`config.mk`:
```
export PLATFORM = sky130hd
export DESIGN_NAME = ft245_tx_serializer
export DESIGN_NICKNAME = d
export VERILOG_FILES = /design/src/rtl/ft245_pkg.sv /design/src/rtl/ft245_tx_serializer.sv
export SDC_FILE = /design/constraint.sdc
export NUM_CORES = 1
export LEC_CHECK = 0
export ABC_CLOCK_PERIOD_IN_PS = 5600
export CORE_UTILIZATION = 50
export CTS_CLUSTER_DIAMETER = 100
export DETAILED_ROUTE_END_ITERATION = 10
export GPL_TIMING_DRIVEN = 0
export PLACE_DENSITY = 0.8
export SYNTH_ARGS = -nofsm -noshare
export SYNTH_HDL_FRONTEND = slang
export SYNTH_SLANG_ARGS = --single-unit
```
`constraint.sdc`:
```
create_clock -name clk -period 5.6 [get_ports clk]
set_input_delay 1.12 -clock clk [delete_from_list [all_inputs] [get_ports clk]]
set_output_delay 1.12 -clock clk [all_outputs]
set_load 0.01 [all_outputs]
```
`src/rtl/ft245_pkg.sv`:
```
// Shared definitions for the FT245 transmit path: state encoding, word geometry and byte lane selection.
// Byte order follows FT245_TX_LITTLE_ENDIAN_EN when defined, big-endian otherwise.
package ft245_pkg;

    localparam logic [1:0] ST_IDLE    = 2'd0;
    localparam logic [1:0] ST_POP     = 2'd1;
    localparam logic [1:0] ST_CAPTURE = 2'd2;
    localparam logic [1:0] ST_SEND    = 2'd3;

    localparam int BYTES_PER_WORD = 4;

    // idx is the transmit position within the word; the lane it maps to depends on byte order
    function automatic logic [7:0] select_byte(input logic [31:0] word, input logic [1:0] idx);
        logic [1:0] lane;
`ifdef FT245_TX_LITTLE_ENDIAN_EN
        lane = idx;
`else
        lane = 2'd3 - idx;
`endif
        case (lane)
            2'd0:    select_byte = word[7:0];
            2'd1:    select_byte = word[15:8];
            2'd2:    select_byte = word[23:16];
            default: select_byte = word[31:24];
        endcase
    endfunction

endpackage

```
`src/rtl/ft245_tx_serializer.sv`:
```
// Pops 32-bit words from the host-to-FTDI FIFO and streams them as four bytes on a valid/ready interface.
// Define FT245_TX_LITTLE_ENDIAN_EN to send the least significant byte first.
module ft245_tx_serializer
    import ft245_pkg::*;
#(
    parameter int COUNT_WIDTH = 16
) (
    input  logic                   clk,
    input  logic                   rst,
    input  logic [31:0]            fifo_data,
    input  logic                   fifo_empty,
    output logic                   fifo_rd,
    input  logic                   abort,
    output logic [7:0]             byte_data,
    output logic                   byte_valid,
    input  logic                   byte_ready,
    output logic                   busy,
    output logic [COUNT_WIDTH-1:0] word_count
);

    localparam logic [1:0] LAST_IDX = 2'(BYTES_PER_WORD - 1);

    logic [1:0]  state;
    logic [1:0]  byte_idx;
    logic [31:0] word_reg;
    logic        handshake;

    assign handshake = byte_valid & byte_ready;
    assign busy      = (state != ST_IDLE);

    // One word per pass: IDLE -> POP -> CAPTURE -> SEND; abort drops whatever is in flight
    always_ff @(posedge clk or posedge rst) begin
        if (rst) begin
            state      <= ST_IDLE;
            fifo_rd    <= 1'b0;
            byte_valid <= 1'b0;
            byte_data  <= 8'h00;
            byte_idx   <= 2'd0;
            word_reg   <= 32'h0;
            word_count <= '0;
        end else begin
            case (state)
                ST_IDLE: begin
                    if (!fifo_empty) begin
                        fifo_rd <= 1'b1;
                        state   <= ST_POP;
                    end
                end
                ST_POP: begin
                    fifo_rd <= 1'b0;
                    state   <= abort ? ST_IDLE : ST_CAPTURE;
                end
                ST_CAPTURE: begin
                    if (abort) begin
                        state <= ST_IDLE;
                    end else begin
                        word_reg   <= fifo_data;
                        byte_data  <= select_byte(fifo_data, 2'd0);
                        byte_valid <= 1'b1;
                        byte_idx   <= 2'd0;
                        state      <= ST_SEND;
                    end
                end
                ST_SEND: begin
                    // A byte accepted alongside abort is still consumed; only the rest is dropped
                    if (abort) begin
                        byte_valid <= 1'b0;
                        state      <= ST_IDLE;
                    end else if (handshake) begin
                        if (byte_idx != LAST_IDX) begin
                            byte_idx  <= byte_idx + 2'd1;
                            byte_data <= select_byte(word_reg, byte_idx + 2'd1);
                        end else begin
                            byte_valid <= 1'b0;
                            word_count <= word_count + COUNT_WIDTH'(1);
                            state      <= ST_IDLE;
                        end
                    end
                end
                default: begin
                    state <= ST_IDLE;
                end
            endcase
        end
    end

endmodule

```
==> run_results.csv, run 1 <==
group,metric,value,unit
drt,wl,6020,um
grt,grt_max_degree,45,
yosys,yosys-top-cells-area,"dfrtp_1 (56%), mux2_2 (9.7%), a21oi_1 (4.7%)",
flow_run,cap_violations,0,
power_and_ir_drop,p_per_area,404,mW/mm2
die,die_y,76.5,um
grt,track_usage,0.220,
finish,seqCellArea,0.00155,mm2
finish,largest_register_ffs,32,
placement,dp_hpwl,4350,um
yosys,synthAdderAreaFrac,0.0225,
clocking,cts_sinks,62,
timing,rsz0062_at_grt,"no",
yosys,avgSynthCellArea,11.1,um2
timing,slew_viol_final,0,
yosys,synth_ff_type,"dfrtp_1",
yosys,synth_top_cell_area_share,0.559,
clocking,cts_tree,"yes",
yosys,synth-simple-area-share,0.109,
finish,multiInputGateArea,0.00110,mm2
yosys,synth_most_common_cell,"dfrtp_1",
finish,fill_cells,408,
yosys,synth_seq_cells,62,
clocking,clk_latency,0.33,ns
grt,grt_pass1_vias,2077,
clocking,post-cts-setup-buffers,0,
clocking,hold_buffers,0,
finish,drive_gt1_frac,0.143,
yosys,synth_edf_count,0,
die,row_count,26,
timing,clock.fmax,370,MHz
finish,postLayoutCellArea,0.00367,mm2
drt,viasPerCell,5.43,
die,dieArea,0.00585,mm2
drt,firstDrtPassIters,4,
timing,fin_crit,2.70,ns
clocking,cts_buffer_depth,2,
grt,grt_pass1_wl,9880,um
die,ioPinCount,64,
grt,grt_antenna_before_repair,0,
yosys,ys_types,29,
setup_path,worstSetupStartpointType,"input port",
setup_path,cpPeakStageDelay,0.75,ns
drt,drc,0,
yosys,synthArstFlopShare,1.00,
finish,insertedDiodeCount,0,
drt,antenna_left,0,
setup_path,critPathSlowestCell,"nor3_1",
yosys,synth_commonest_cells,"dfrtp_1 (62), a21oi_1 (26), mux2_2 (24)",
yosys,syn_nets,293,
power_and_ir_drop,leakage,0.00157,uW
timing,tightest_slew,0.894,ns
yosys,syn-cell-area,0.00278,mm2
clocking,htreeDepth,3,
clocking,root_buffer,"clkbuf_8",
placement,placed_area,0.00351,mm2
setup_path,worstSetupPathType,"input port to register",
timing,finalCritPeriodShare,0.483,
placement,io_buffers,63,
yosys,synth_xor_area_frac,0.0473,
setup_path,critPathMaxFanout,8,
yosys,synth_top_family_by_area,"compound AO/OA/AOI/OAI gates",
setup_path,worstPathCellList,"clkdlybuf4s50_1 > nand3_2 > nor3_1 > nand4_1 > xnor2_1",
setup_path,crit_arrival,2.91,ns
timing,hold_viol_final,0,
drt,wl_per_cell,15.1,um
yosys,ys.warnings.count,0,
setup_path,crit_required,5.81,ns
die,core-area,0.00524,mm2
power_and_ir_drop,ir_drop,0.000235,V
drt,drt-initial-drc-count,195,
timing,tns,0,ns
yosys,yosys.area.top_type,"dfrtp_1",
die,start_util,0.530,
yosys,synth_seq_area_share,0.559,
yosys,synth_mux_area_frac,0.0973,
finish,area_growth,32.2,%
finish,final_nets,368,
clocking,numCtsBuffers,9,
setup_path,critPathBufInv,1,
run_status,status,"completed",
clocking,cts_resized,0,
setup_path,cp_top_family,"simple AND/OR/NAND/NOR gates",
min_path,min_path_type,"register to register",
grt,overflow,0,
timing,setup_viol,0,
yosys,synth_cells,251,
yosys,synth_compound_area_frac,0.121,
clocking,path_clk_slew,0.06,ns
placement,gp_congestion,0.790,
die,die_w,76.5,um
timing,maxSlewHeadroom,0.399,
setup_path,end_kind,"register",
drt,num_vias,2166,
timing,final.setup_skew,0.00578,ns
power by group:
group | internal [uW] | leakage (uW) | total (uW) | switching [uW]
combinational | 244 | 0.000724 | 463 | 219
sequential | 609 | 0.000764 | 695 | 86.1
clock | 166 | 0.0000821 | 323 | 157
total | 1020 | 0.00157 | 1480 | 462
per-layer routing:
metal / wire length [um] / global-route usage / vias to the layer above
met4: 121 / 0.115 / 0
li1: - / - / 1038
met2: 2760 / 0.320 / 69
met1: 2830 / 0.308 / 1048
met5: 0 / 0 / -
met3: 299 / 0.0491 / 11
per-stage QoR:
stage                      util  hold slack [ns]  cells  power, uW  setup slack, ns
after global routing      0.701            0.495    399       1570             2.76
after global placement    0.667            0.460    384       1140             1.87
final                     0.701            0.484    399       1480             2.90
after floorplan               -            0.481    251        968             2.94
after CTS                 0.701            0.488    399       1490             2.88
after detailed placement  0.671            0.477    385       1160             2.57
worst paths after layout:
check | start | end | slack (ns) | cells past startpoint
setup / recovery | byte_ready | word_count[4] | 2.90 | 5
hold reg to reg | word_count[15] | word_count[15] | 0.48 | 1
hold / removal | word_count[15] | word_count[15] | 0.48 | 1
min in group asynchronous | rst | word_reg[30] | 1.10 | 2
max in group asynchronous | rst | word_count[7] | 3.94 | 3
setup reg to reg | byte_idx[0] | byte_idx[1] | 3.52 | 6
cell type report:
cell class,count,area share
Buffer,13,0.0194
Clock inverter,2,0.00273
Timing Repair Buffer,64,0.177
Tap cell,70,0.0239
Sequential cell,62,0.423
Clock buffer,12,0.0395
Multi-Input combinational cell,162,0.300
Inverter,14,0.0143
kinds of logic (layout without fill, tap and decap cells):
| logic type | after synthesis | count (layout) |
|---|---|---|
| DFF | 62 | 62 |
| and+or+nand+nor | 62 | 62 |
| AOI/OAI and AO/OA | 56 | 56 |
| buffers and inverters | 27 | 105 |
| muxes | 24 | 24 |
| xor gates and xnor gates | 15 | 15 |
| adders and majority gates | 5 | 5 |
placed cells by master, fill, tap and decap left out, drive strengths merged:
cell type,n
o22ai,1
clkbuf,19
a22oi,8
nor2b,1
o21ai,12
nor3,3
nand3,6
xor2,6
or3,1
nor4,5
dfrtp,62
and3,3
inv,14
nand4,7
a21oi,27
nor2,17
clkinv,2
nand3b,1
mux2,24
or2b,1
a221oi,8
nand2,17
xnor2,9
buf,7
ha,5
clkdlybuf4s50,63
Note: power is estimated with default switching activity, not from simulation.
==> run 2: changes to the inputs <==
ABC_CLOCK_PERIOD_IN_PS = 2200   (was 5600)
CORE_UTILIZATION = 45   (was 50)
PLACE_DENSITY = 0.76   (was 0.8)
clock period = 2.2 ns   (was 5.6 ns; I/O delays follow)
==> run 2 against run 1 <==
  * Sequential share of layout area fell by 0.74 points
  * Sequential power rose to 2.5 times the previous value
  * Clock power rose to 3.1 times the previous value
  * Die area rose by 11%
  * Power rose to 2.7 times the previous value
  * Routed wire length rose by 2.6%
  * Via count rose by 0.14%
  * Worst hold slack got worse by 0.014 ns
  * Setup slack got worse by 2.7 ns
  * Core utilization fell by 7.0 points
  * Design area rose by 1.8%
  * Sequential cell count did not move
  * Critical endpoint is now word_reg[7]
  * Largest cell class unchanged
  * Highest routed layer unchanged
==> run_results.csv, run 2 (synthesized netlist as in run 1, its figures left out) <==
group,metric,value,unit
finish,drive_gt1_frac,0.151,
drt,firstDrtPassIters,4,
clocking,cts_tree,"yes",
setup_path,worstSetupPathType,"input port to register",
setup_path,crit_required,2.41,ns
die,row_count,28,
setup_path,startpoint,"abort",
grt,grt_max_degree,39,
setup_path,worstSetupStartpointType,"input port",
power_and_ir_drop,total_power,3960,uW
clocking,hold_buffers,0,
grt,grt_pass1_vias,2097,
power_and_ir_drop,ir_drop,0.000646,V
setup_path,crit_path_end,"word_reg[7]",
grt,overflow,0,
power_and_ir_drop,leakage,0.00159,uW
die,dieArea,0.00649,mm2
clocking,cts_sinks,62,
clocking,numCtsBuffers,9,
finish,final_cell_mix,"clkdlybuf4s50_1 (63), dfrtp_1 (62), a21oi_1 (26)",
setup_path,reg2regPathDepth,7,
clocking,root_buffer,"clkbuf_8",
setup_path,crit_arrival,2.23,ns
grt,grt_antenna_before_repair,0,
die,start_util,0.469,
grt,track_usage,0.214,
timing,rsz0062_at_grt,"no",
clocking,htreeDepth,3,
finish,final_common_cell,"clkdlybuf4s50_1",
timing,tns,0,ns
placement,gp_congestion,0.821,
die,core-area,0.00592,mm2
placement,io_buffers,63,
timing,tightest_slew,0.535,ns
drt,viasPerCell,5.34,
drt,wl_per_cell,15.2,um
die,die_w,80.6,um
drt,wl,6170,um
placement,dp_hpwl,4450,um
finish,fill_cells,494,
finish,multiInputGateArea,0.00111,mm2
timing,clock.fmax,497,MHz
finish,post-route-util,0.631,
clocking,clk_latency,0.33,ns
timing,slew_viol_final,0,
finish,seqCellArea,0.00155,mm2
drt,drt-initial-drc-count,134,
setup_path,rrSetupSlack,0.20,ns
run_status,status,"completed",
die,die_y,80.6,um
die,ioPinCount,64,
timing,final.setup_skew,0.00648,ns
setup_path,regToRegEndpoint,"word_count[15]",
clocking,path_clk_slew,0.07,ns
drt,num_vias,2169,
finish,final_nets,368,
timing,finalCritPeriodShare,0.915,
timing,hold_viol_final,0,
clocking,cts_buffer_depth,2,
drt,antenna_left,0,
timing,setup_viol,0,
setup_path,rr_startpoint,"byte_idx[0]",
finish,insertedDiodeCount,0,
flow_run,cap_violations,0,
timing,maxSlewHeadroom,0.642,
power_and_ir_drop,p_per_area,1060,mW/mm2
drt,drc,0,
finish,largest_register_ffs,32,
timing,fin_crit,2.01,ns
setup_path,end_kind,"register",
finish,area_growth,34.5,%
min_path,min_path_type,"input port to async pin",
grt,grt_pass1_wl,10200,um
setup_path,critPathMaxFanout,10,
==> run 2: per-stage QoR <==
step | cell area, um2 | hold WS, ns | setup slack, ns | cells
after detailed placement | 3520 | 0.461 | -0.128 | 390
after CTS | 3720 | 0.477 | 0.128 | 406
final | 3730 | 0.470 | 0.188 | 406
after global routing | 3730 | 0.499 | 0.0572 | 406
after global placement | 3500 | 0.462 | -0.874 | 389
after floorplan | 2780 | 0.481 | 0.219 | 251
==> run 2: where the power goes <==
group          leakage (uW)  total, uW  internal (uW)  switching [uW]
sequential         0.000764       1770           1550             217
clock             0.0000996        995            584             411
combinational      0.000725       1200            626             570
total               0.00159       3960           2760            1200
==> run 2: final cells by class <==
cell class | count | share of cell area
sequential | 62 | 0.415
multi-input combinational | 162 | 0.298
tap | 75 | 0.0251
timing repair buffer | 64 | 0.174
buffer | 13 | 0.0191
clock buffer | 13 | 0.0425
clock inverter | 3 | 0.0114
inverter | 14 | 0.0141
==> run 2: worst min-delay path by stage <==
stage	startpoint	to	slack [ns]	cells past startpoint
2_1_floorplan	word_reg[10]	word_reg[10]	0.48	1
5_1_grt	word_count[15]	word_count[15]	0.50	1
3_3_place_gp	word_count[15]	word_count[15]	0.46	1
3_5_place_dp	word_count[15]	word_count[15]	0.46	1
4_1_cts	rst	word_count[15]	0.48	2
6_report	rst	word_count[14]	0.47	2
==> run 2: repair_timing <==
| item | in CTS | in global routing |
|---|---|---|
| gates resized for setup | 0 | 2 |
| setup buffers | 0 | 0 |
| setup endpoints to repair | 0 | 5 |
==> run 2: per-layer routing <==
metal	wire (um)	share of wire	up-vias	GRT usage
met5	0	0	-	0
met3	263	0.043	8	0.0693
met2	3050	0.49	63	0.330
li1	-	-	1041	-
met4	80	0.013	0	0.0625
met1	2780	0.45	1057	0.287
==> run 2: worst max-delay path, stage by stage <==
cell             delay (ns)
clkdlybuf4s50_1        0.53
or2b_1                 0.32
nor2_1                 0.24
buf_2                  0.32
mux2_2                 0.37
==> run 3: changes to the inputs <==
CAP_MARGIN = 20   (was default)
TNS_END_PERCENT = 1   (was default)
==> run 3 against run 2 <==
  * Count of clock-buffer cells in the layout unchanged
  * Non-clock buffer count unchanged
  * Fmax unchanged
  * Largest cell class unchanged
  * Highest routed layer unchanged
==> run_results.csv, run 3 (synthesized netlist as in run 1, its figures left out) <==
group,metric,value,unit
run_status,status,"completed",
placement,dp_hpwl,4450,um
clocking,cts_sinks,62,
setup_path,end_kind,"register",
setup_path,critPathBufInv,2,
grt,track_usage,0.214,
drt,drt-initial-drc-count,134,
timing,tns,0,ns
placement,preCtsSetupSlack,-0.128,ns
die,start_util,0.469,
setup_path,rr_startpoint,"byte_idx[0]",
clocking,root_buffer,"clkbuf_8",
timing,finalCritPeriodShare,0.915,
power_and_ir_drop,ir_drop,0.000646,V
grt,overflow,0,
finish,insertedDiodeCount,0,
timing,slew_viol_final,0,
flow_run,cap_violations,0,
die,die_y,80.6,um
grt,grt_max_degree,39,
clocking,numCtsBuffers,9,
finish,area_growth,34.5,%
power_and_ir_drop,p_per_area,1060,mW/mm2
drt,wl_per_cell,15.2,um
timing,rsz0062_at_grt,"no",
clocking,clk_latency,0.33,ns
die,ioPinCount,64,
drt,num_vias,2169,
timing,fin_crit,2.01,ns
drt,drc,0,
timing,maxSlewHeadroom,0.642,
setup_path,worstPathCellList,"clkdlybuf4s50_1 > or2b_1 > nor2_1 > buf_2 > mux2_2",
setup_path,crit_required,2.41,ns
setup_path,cp_top_family,"buffers and inverters",
clocking,cts_buffer_depth,2,
power_and_ir_drop,leakage,0.00159,uW
placement,gp_congestion,0.821,
grt,grt_antenna_before_repair,0,
finish,fill_cells,494,
clocking,htreeDepth,3,
power_and_ir_drop,total_power,3960,uW
clocking,cts_tree,"yes",
grt,grt_pass1_wl,10200,um
finish,final_common_cell,"clkdlybuf4s50_1",
setup_path,rrSetupSlack,0.20,ns
timing,timing.hold.ws,0.470,ns
timing,tightest_slew,0.535,ns
drt,antenna_left,0,
clocking,hold_buffers,0,
drt,wl,6170,um
setup_path,critPathMaxFanout,10,
finish,final_cell_mix,"clkdlybuf4s50_1 (63), dfrtp_1 (62), a21oi_1 (26)",
setup_path,worstSetupStartpointType,"input port",
setup_path,reg2regPathDepth,7,
timing,layout_setup_ws,0.188,ns
timing,final.setup_skew,0.00648,ns
drt,viasPerCell,5.34,
grt,grt_pass1_vias,2097,
die,row_count,28,
die,core-area,0.00592,mm2
setup_path,worstSetupPathType,"input port to register",
placement,io_buffers,63,
timing,setup_viol,0,
min_path,min_path_type,"input port to async pin",
setup_path,critPathSlowestCell,"clkdlybuf4s50_1",
die,die_w,80.6,um
finish,post-route-util,0.631,
finish,drive_gt1_frac,0.151,
drt,firstDrtPassIters,4,
timing,clock.fmax,497,MHz
setup_path,regToRegEndpoint,"word_count[15]",
timing,hold_viol_final,0,
finish,largest_register_ffs,32,
finish,final_nets,368,
clocking,path_clk_slew,0.07,ns
die,dieArea,0.00649,mm2
setup_path,crit_arrival,2.23,ns
clocking,post-cts-setup-buffers,0,
setup_path,cpPeakStageDelay,0.53,ns
==> run 3: layout make-up <==
| class | count | area (um2) | area share |
|---|---|---|---|
| clock buffers | 13 | 159 | 0.0425 |
| repair buffers | 64 | 651 | 0.174 |
| clock inverters | 3 | 42.5 | 0.0114 |
| inverters | 14 | 52.6 | 0.0141 |
| well taps | 75 | 93.8 | 0.0251 |
| flip-flops and latches | 62 | 1550 | 0.415 |
| multi-input cells | 162 | 1110 | 0.298 |
| plain buffers | 13 | 71.3 | 0.0191 |
==> run 3: power by group <==
part	internal (uW)	total (uW)	switching, uW
sequential	1550	1770	217
clock	584	995	411
combinational	626	1200	570
total	2760	3960	1200
==> run 3: layer usage <==
layer / vias to the layer above / track usage / part of all wire
met1: 1057 / 0.287 / 0.45
met5: - / 0 / 0
met4: 0 / 0.0625 / 0.013
li1: 1041 / - / -
met3: 8 / 0.0693 / 0.043
met2: 63 / 0.330 / 0.49
==> run 3: stage by stage <==
stage	cells	area (um2)
6_report	406	3730
3_3_place_gp	389	3500
4_1_cts	406	3720
5_1_grt	406	3730
2_1_floorplan	251	2780
3_5_place_dp	390	3520
==> run 3: worst max path at each step <==
stage	start	end	slack, ns	cells past startpoint
floorplan	rst	byte_data[0]	0.22	1
global placement	rst	byte_data[1]	-0.87	2
detailed placement	byte_ready	word_count[7]	-0.13	5
CTS	byte_idx[0]	word_count[9]	0.13	6
global route	byte_idx[0]	word_count[15]	0.06	7
finish	abort	word_reg[7]	0.19	5
==> run 3: repair_timing <==
action / in CTS / in global routing
setup endpoints to repair: 0 / 5
hold endpoints to repair: 0 / 0
resized for setup: 0 / 2
